### config.mk
export PLATFORM = sky130hd
export DESIGN_NAME = pulse_input_conditioner_flat
export DESIGN_NICKNAME = d
export VERILOG_FILES = /design/src/rtl/pulse_input_conditioner_if.sv /design/src/rtl/pulse_input_conditioner.sv /design/src/flat_wrapper.sv
export SDC_FILE = /design/constraint.sdc
export NUM_CORES = 1
export LEC_CHECK = 0
export ABC_AREA = 1
export BUFFER_PORTS_ARGS = -buffer_cell sky130_fd_sc_hd__buf_2
export CAP_MARGIN = 20
export CELL_PAD_IN_SITES_DETAIL_PLACEMENT = 0
export CELL_PAD_IN_SITES_GLOBAL_PLACEMENT = 2
export CORE_MARGIN = 2
export CORE_UTILIZATION = 34
export CTS_BUF_LIST = sky130_fd_sc_hd__clkbuf_16
export CTS_CLUSTER_DIAMETER = 200
export DETAILED_ROUTE_END_ITERATION = 10
export PLACE_DENSITY_LB_ADDON = 0.1
export SYNTH_ARGS = -nofsm -noshare
export SYNTH_HDL_FRONTEND = slang
export SYNTH_SLANG_ARGS = --single-unit
### constraint.sdc
create_clock -name clk -period 2.3 [get_ports clk]
set_input_delay 0.23 -clock clk [delete_from_list [all_inputs] [get_ports clk]]
set_output_delay 0.23 -clock clk [all_outputs]
set_load 0.01 [all_outputs]
### src/rtl/pulse_input_conditioner_if.sv
// Button inputs and conditioned pulse outputs of pulse_input_conditioner.
// The master side drives btn; the slave side (the conditioner) drives x1/x2/x3/busy.
interface pulse_input_conditioner_if;
    logic [2:0] btn;
    logic       x1;
    logic       x2;
    logic       x3;
    logic       busy;

    modport master (output btn, input x1, x2, x3, busy);
    modport slave  (input btn, output x1, x2, x3, busy);
endinterface

### src/rtl/pulse_input_conditioner.sv
// Debounces three push-buttons into exclusive, fixed-width, gap-separated pulses.
// Optional macro PULSE_PENDING_EN queues requests that arrive while busy.
module pulse_input_conditioner #(
    parameter int unsigned DEBOUNCE_CYCLES = 2000000,
    parameter int unsigned PULSE_WIDTH     = 4,
    parameter int unsigned GAP_CYCLES      = 16
) (
    input logic                      clk,
    input logic                      rst,
    pulse_input_conditioner_if.slave bus
);
    localparam int unsigned DW   = $clog2(DEBOUNCE_CYCLES);
    localparam int unsigned TMAX = (PULSE_WIDTH > GAP_CYCLES) ? PULSE_WIDTH : GAP_CYCLES;
    localparam int unsigned TW   = $clog2(TMAX + 1);

    localparam logic [DW-1:0] DCNT_LAST  = DW'(DEBOUNCE_CYCLES - 1);
    localparam logic [TW-1:0] PULSE_LAST = TW'(PULSE_WIDTH - 1);
    localparam logic [TW-1:0] GAP_LAST   = TW'(GAP_CYCLES - 1);

    typedef enum logic [1:0] {IDLE, PULSE, GAP} state_t;

    logic [2:0]    sync1_q, sync1_d;
    logic [2:0]    sync2_q, sync2_d;
    logic [2:0]    deb_q, deb_d;
    logic [DW-1:0] dcnt_q [3];
    logic [DW-1:0] dcnt_d [3];
    logic [2:0]    req;
    logic [2:0]    service;
    logic [2:0]    grant;
    state_t        state_q, state_d;
    logic [TW-1:0] tcnt_q, tcnt_d;
    logic [2:0]    sel_q, sel_d;
    logic [2:0]    x;
    logic          busy;
`ifdef PULSE_PENDING_EN
    logic [2:0]    pend_q, pend_d;
`endif

    always_ff @(posedge clk or posedge rst) begin
        if (rst) begin
            sync1_q <= '0;
            sync2_q <= '0;
            deb_q   <= '0;
            for (int unsigned i = 0; i < 3; i++) dcnt_q[i] <= '0;
            state_q <= IDLE;
            tcnt_q  <= '0;
            sel_q   <= '0;
`ifdef PULSE_PENDING_EN
            pend_q  <= '0;
`endif
        end else begin
            sync1_q <= sync1_d;
            sync2_q <= sync2_d;
            deb_q   <= deb_d;
            for (int unsigned i = 0; i < 3; i++) dcnt_q[i] <= dcnt_d[i];
            state_q <= state_d;
            tcnt_q  <= tcnt_d;
            sel_q   <= sel_d;
`ifdef PULSE_PENDING_EN
            pend_q  <= pend_d;
`endif
        end
    end

    // req is taken from the toggle condition itself so the FSM starts the
    // pulse on the same edge the debounced level rises.
    always_comb begin
        sync1_d = bus.btn;
        sync2_d = sync1_q;
        deb_d   = deb_q;
        req     = '0;
        for (int unsigned i = 0; i < 3; i++) begin
            dcnt_d[i] = '0;
            if (sync2_q[i] != deb_q[i]) begin
                if (dcnt_q[i] == DCNT_LAST) begin
                    deb_d[i] = ~deb_q[i];
                    req[i]   = ~deb_q[i];
                end else begin
                    dcnt_d[i] = dcnt_q[i] + DW'(1);
                end
            end
        end
    end

    always_comb begin
        state_d = state_q;
        tcnt_d  = tcnt_q;
        sel_d   = sel_q;
`ifdef PULSE_PENDING_EN
        pend_d  = pend_q;
        service = req | pend_q;
`else
        service = req;
`endif
        if (service[0])      grant = 3'b001;
        else if (service[1]) grant = 3'b010;
        else if (service[2]) grant = 3'b100;
        else                 grant = 3'b000;

        unique case (state_q)
            IDLE: begin
                if (|service) begin
                    state_d = PULSE;
                    tcnt_d  = '0;
                    sel_d   = grant;
`ifdef PULSE_PENDING_EN
                    pend_d  = service & ~grant;
`endif
                end
            end
            PULSE: begin
`ifdef PULSE_PENDING_EN
                pend_d = pend_q | req;
`endif
                if (tcnt_q == PULSE_LAST) begin
                    state_d = GAP;
                    tcnt_d  = '0;
                end else begin
                    tcnt_d = tcnt_q + TW'(1);
                end
            end
            GAP: begin
`ifdef PULSE_PENDING_EN
                pend_d = pend_q | req;
`endif
                if (tcnt_q == GAP_LAST) begin
                    state_d = IDLE;
                    tcnt_d  = '0;
                    sel_d   = '0;
                end else begin
                    tcnt_d = tcnt_q + TW'(1);
                end
            end
            default: state_d = IDLE;
        endcase
    end

    // Outputs decode straight from state so rst clears them without waiting for a clock.
    always_comb begin
        x    = (state_q == PULSE) ? sel_q : 3'b000;
        busy = (state_q != IDLE);
    end

    assign bus.x1   = x[0];
    assign bus.x2   = x[1];
    assign bus.x3   = x[2];
    assign bus.busy = busy;
endmodule

### src/flat_wrapper.sv
// flat-port wrapper written by rule: the top's interface ports become plain ports
module pulse_input_conditioner_flat 
#(
    parameter int unsigned DEBOUNCE_CYCLES = 2000000,
    parameter int unsigned PULSE_WIDTH     = 4,
    parameter int unsigned GAP_CYCLES      = 16
)
  (clk, rst, bus_btn, bus_x1, bus_x2, bus_x3, bus_busy);
  pulse_input_conditioner_if bus_i ();
  input logic clk;
  input logic rst;
  input wire logic [$bits(bus_i.btn)-1:0] bus_btn;
  output wire logic [$bits(bus_i.x1)-1:0] bus_x1;
  output wire logic [$bits(bus_i.x2)-1:0] bus_x2;
  output wire logic [$bits(bus_i.x3)-1:0] bus_x3;
  output wire logic [$bits(bus_i.busy)-1:0] bus_busy;
  assign bus_i.btn = bus_btn;
  assign bus_x1 = bus_i.x1;
  assign bus_x2 = bus_i.x2;
  assign bus_x3 = bus_i.x3;
  assign bus_busy = bus_i.busy;
  pulse_input_conditioner #(.DEBOUNCE_CYCLES(DEBOUNCE_CYCLES), .PULSE_WIDTH(PULSE_WIDTH), .GAP_CYCLES(GAP_CYCLES)) u_core (.clk(clk), .rst(rst), .bus(bus_i));
endmodule
# After elaboration in Yosys (flattened, before gate mapping)
# Index checks and enable logic that the tools add are counted.
[totals]
input_bits = 5
output_inout_bits = 4
register_bits = 82
wordCells = 69
[op_classes]
eq_ne = 13
mux = 27
n_bitwise = 3
n_reduce_logical = 11
add_sub_neg = 4
[op_table]
columns = ["cell", "n"]
rows = [
  ["2-to-1 mux 21 bit", 6],
  ["adder 21 x 1 -> 21 bit (second input constant)", 3],
  ["equality test 21 bit (second input constant)", 3],
  ["2-to-1 mux 3 bit", 6],
  ["2-to-1 mux 5 bit", 3],
  ["one-hot mux 5 bit (3 select lines)", 1],
  ["AND reduction 2 bit", 4],
  ["2-to-1 mux 1 bit", 6],
  ["2-to-1 mux 2 bit", 3],
  ["!= test 2 x 1 -> 1 bit (second input constant)", 3],
  ["one-hot mux 2 bit (3 select lines)", 1],
  ["one-hot mux 3 bit (2 select lines)", 1],
  ["AND reduction 3 bit", 2],
  ["adder 5 x 1 -> 5 bit (second input constant)", 1],
  ["equality test 5 x 2 -> 1 bit (second input constant)", 1],
  ["equality test 5 x 4 -> 1 bit (second input constant)", 1],
  ["nonzero test 2 bit", 2],
  ["!= test 1 bit", 3],
  ["inverter 1 bit", 3],
  ["nonzero test 3 bit", 1],
  ["OR reduction 3 bit", 1],
  ["equality test 2 x 1 -> 1 bit (second input constant)", 1],
  ["equality test 2 bit (second input constant)", 1],
  ["zero test 2 bit", 1],
]

# Longest topological paths before layout
[logic_depth]
depth_word = 8
mapped_depth = 12
mapped_depth_nobuf = 12

# Worst setup path before layout
# OpenSTA, ideal clock, no wires.
[synth_path]
path_type = "register to register"
from = "register u_core.tcnt_q[0]"
to = "register u_core.tcnt_q[2]"
period_less_slack_ns = 1.619
path_buffers = 0
setup_time_ns = 0.065
t_arrival_ns = 1.554
setup_slack_ns = 0.681
path_stages_with_launch = 10
path_cell_list = "dfrtp_1 ha_1 nand2_1 nor2_1 ha_1 o21ai_0 nand2_1 nor3b_1 nand3_1 nand2_1"
[synth_between]
elab_chain_len = 3
[synth_rtl]
columns = ["element", "line", "rtl"]
rows = [
  ["start: declaration", "pulse_input_conditioner.sv:31", "logic [TW-1:0] tcnt_q, tcnt_d;"],
  ["start signal: assignment", "pulse_input_conditioner.sv:57", "tcnt_q <= tcnt_d;"],
  ["adder 5 x 1 -> 5 bit, or another cell as far along", "pulse_input_conditioner.sv:119, pulse_input_conditioner.sv:131", ""],
  ["2-to-1 mux 5 bit, on equally long branches", "pulse_input_conditioner.sv:126, pulse_input_conditioner.sv:115", ""],
  ["one-hot mux 5 bit (3 select lines) *", "pulse_input_conditioner.sv:100", "unique case (state_q)"],
]
# Mark *: on every way between the ends. The rest lies on a longest branch, timed or not.
# A chain may end at the register's enable or synchronous reset.

==> flow_metrics.tcl <==
set metrics [dict create \
    netlist_area_mm2 0.00449 \
    path_max_fanout 5 \
    drc 0 \
    vias 3687 \
    synth_top_area_cell "dfrtp_1" \
    worstMarginPinSlew_ns 0.892 \
    wirelength_mm 10.1 \
    synth_top_area_share_pct 45.7 \
    num-fill-cells 1336 \
    finalHoldViolations 0 \
    clk_latency_ns 0.35 \
    intPower_uw 2540 \
    dieArea_mm2 0.0142 \
    wl_per_cell_um 12.9 \
    grt_start_max_net_pins 40 \
    avgSynthCellArea_um2 7.64 \
    hp-class "input port to async pin" \
    reg2reg_setup_slack_ns 0.38 \
    timing.final.crit_share_pct 83.6 \
    p_per_area_mw_per_mm2 627 \
    cts_sinks 82 \
    num_antenna_cells 0 \
    power_uw 3220 \
    grt_overflow_total 0 \
    comb_power_share_pct 3.2 \
    layout-drive-gt1-share_pct 9.11 \
    post_cts_resized 0 \
    cap_violations 0 \
    cts_buffer_depth 2 \
    syn-num-nets 603 \
    swShare_pct 21.1 \
    ant_nets 0 \
    synth_edf_count 0 \
    switchingPower_uw 680 \
    startpoint_type "register" \
    fmax_mhz 520 \
    port_buffers 8 \
    power_frac_clock_pct 51.0 \
    htreeDepth 3 \
    grt_pass1_wl_mm 17.7 \
    required_ns 2.54 \
    cts_setup_buffers 0 \
    finalCriticalPeriod_ns 1.92 \
    outcome "finished clean" \
    cts_root_buffer "clkbuf_16" \
    clk_pin_slew_ns 0.06 \
    dp_hpwl_mm 7.66 \
    drv_slew 0 \
    synth_common_cells "nand2_1 (120), nor2_1 (102), dfrtp_1 (82)" \
    p_leak_uw 0.00223 \
    ys.flop_type "dfrtp_1" \
    start_util_pct 35.2 \
    cts_buffers 9 \
    cp-end-kind "register" \
    coreArea_mm2 0.0128 \
    grt_setup_unrepaired "false" \
    ys.warnings.count 0 \
    maxSlewHeadroom_pct 40.4 \
    num_rows 41 \
    area_growth_pct 14.3 \
    firstDrtPassIters 4 \
    setup_tns_ns 0 \
    finalSetupViolCount 0 \
    synth-seq-area-share_pct 45.7 \
    antenna_found_initial 0 \
    ir_worst_vdd_mv 0.561 \
    routabilityCongestion 0.820 \
    yosysMostFrequentCell "nand2_1" \
    layout.nets 625 \
    via_per_inst 4.68 \
    synth-seq-cells 82 \
    ys_types 36 \
    crit_arrival_ns 2.16 \
    netlist_instances 588 \
    io_pins 9 \
    synth_area_leaders "dfrtp_1 (46%), nand2_1 (10%), nor2_1 (8.5%), inv_1 (6.6%), nand3_1 (4.1%)" \
    synthArstFlopShare_pct 100 \
    die_height_um 119 \
    cts_tree "done" \
    crit_type "register to register" \
    grt.total_usage_pct 15.8 \
    hold_ws_ns 0.0649 \
    grt_pass1_vias 3651 \
    skew_ns 0.00809 \
    drt_iter0_markers 233 \
    seqPwrFrac_pct 45.8 \
    die_w_um 119 \
]
-- routing by layer --
| layer | wire length, um | vias to the layer above | part of all wire, % | global-route usage [%] |
|---|---|---|---|---|
| li1 | - | 1938 | - | - |
| met1 | 5020 | 1713 | 50 | 21.0 |
| met2 | 4720 | 28 | 47 | 25.1 |
| met3 | 287 | 8 | 2.8 | 4.89 |
| met4 | 98 | 0 | 0.97 | 3.79 |
| met5 | 0 | - | 0 | 0 |
-- cells by family after synthesis --
logic type,Yosys count,share of synthesized area (%)
and+or+nand+nor,341,34.6
buffers and inverters,87,7.49
DFF,82,45.7
AOI/OAI and AO/OA,53,6.57
xor gates and xnor gates,15,2.92
adders and majority gates,10,2.78
-- worst paths after layout --
check / start / endpoint / cells past startpoint
setup / recovery: u_core.dcnt_q[21] / u_core.dcnt_q[41] / 8
setup reg to reg: u_core.dcnt_q[21] / u_core.dcnt_q[41] / 8
max in group asynchronous: rst / u_core.dcnt_q[36] / 3
min in group clk: u_core.sync1_q[0] / u_core.sync2_q[0] / 0
hold reg to reg: u_core.sync1_q[0] / u_core.sync2_q[0] / 0
hold / removal: rst / u_core.deb_q[0] / 2
-- worst max-delay path, stage by stage (launching register included) --
cell and delay, ns:
dfrtp_1 0.41, ha_1 0.21, nand3_1 0.13, nor2_1 0.23, nand4_1 0.17, nor2_1 0.24, nand3_1 0.15, o21ai_0 0.19
nor2_1 0.07
-- area by class of cell --
class	instances	area (um2)	share of cell area [%]
clock buffer	9	225	4.38
clock inverter	7	108	2.10
inverter	82	312	6.07
multi-input combinational	419	2100	41.0
sequential	82	2050	40.0
tap	172	215	4.19
timing repair buffer	16	120	2.34
-- what timing repair did --
| item | in CTS | in global routing |
|---|---|---|
| hold buffers | 3 | 0 |
| hold endpoints to repair | 3 | 0 |
| endpoints found under the setup margin | 0 | 0 |
-- registers in the layout, summed over array words and instances (netlist names) --
| signal | count |
|---|---|
| u_core.deb_q | 3 |
| u_core.sync1_q | 3 |
| u_core.state_q | 2 |
| u_core.sync2_q | 3 |
| u_core.tcnt_q | 5 |
| u_core.dcnt_q | 63 |
| u_core.sel_q | 3 |
-- power groups by stage --
stage | clock network [uW] | registers (uW) | logic [uW]
CTS | 1700 | 1470 | 110
floorplan | 0 | 1500 | 66.8
finish | 1640 | 1480 | 104
global placement | 0 | 1500 | 105
global route | 1760 | 1480 | 123
detailed placement | 0 | 1500 | 105
-- stage by stage --
step                cell area (um2)  utilization, %  setup slack [ns]  instances
detailed placement             4770            37.4             0.386        768
global route                   5140            40.2             0.143        787
CTS                            5140            40.2             0.369        787
finish                         5140            40.2             0.378        787
global placement               4770            37.4             0.424        768
floorplan                      4500               -             0.681        588
-- layout by cell type (no fill, tap or decap), types with 5 or more instances in the layout --
master / netlist / final
clkbuf_16: 0 / 9
o21ai_0: 22 / 22
nor4_1: 5 / 5
inv_1: 79 / 78
buf_2: 2 / 8
a21oi_1: 23 / 23
dfrtp_1: 82 / 82
nand2_1: 120 / 120
ha_1: 10 / 10
nand4_1: 15 / 15
nor2_1: 102 / 102
nor2_2: 5 / 5
xor2_1: 13 / 13
nand3_1: 37 / 37
nor3_1: 32 / 32
Note: power is estimated with default switching activity, not from simulation.
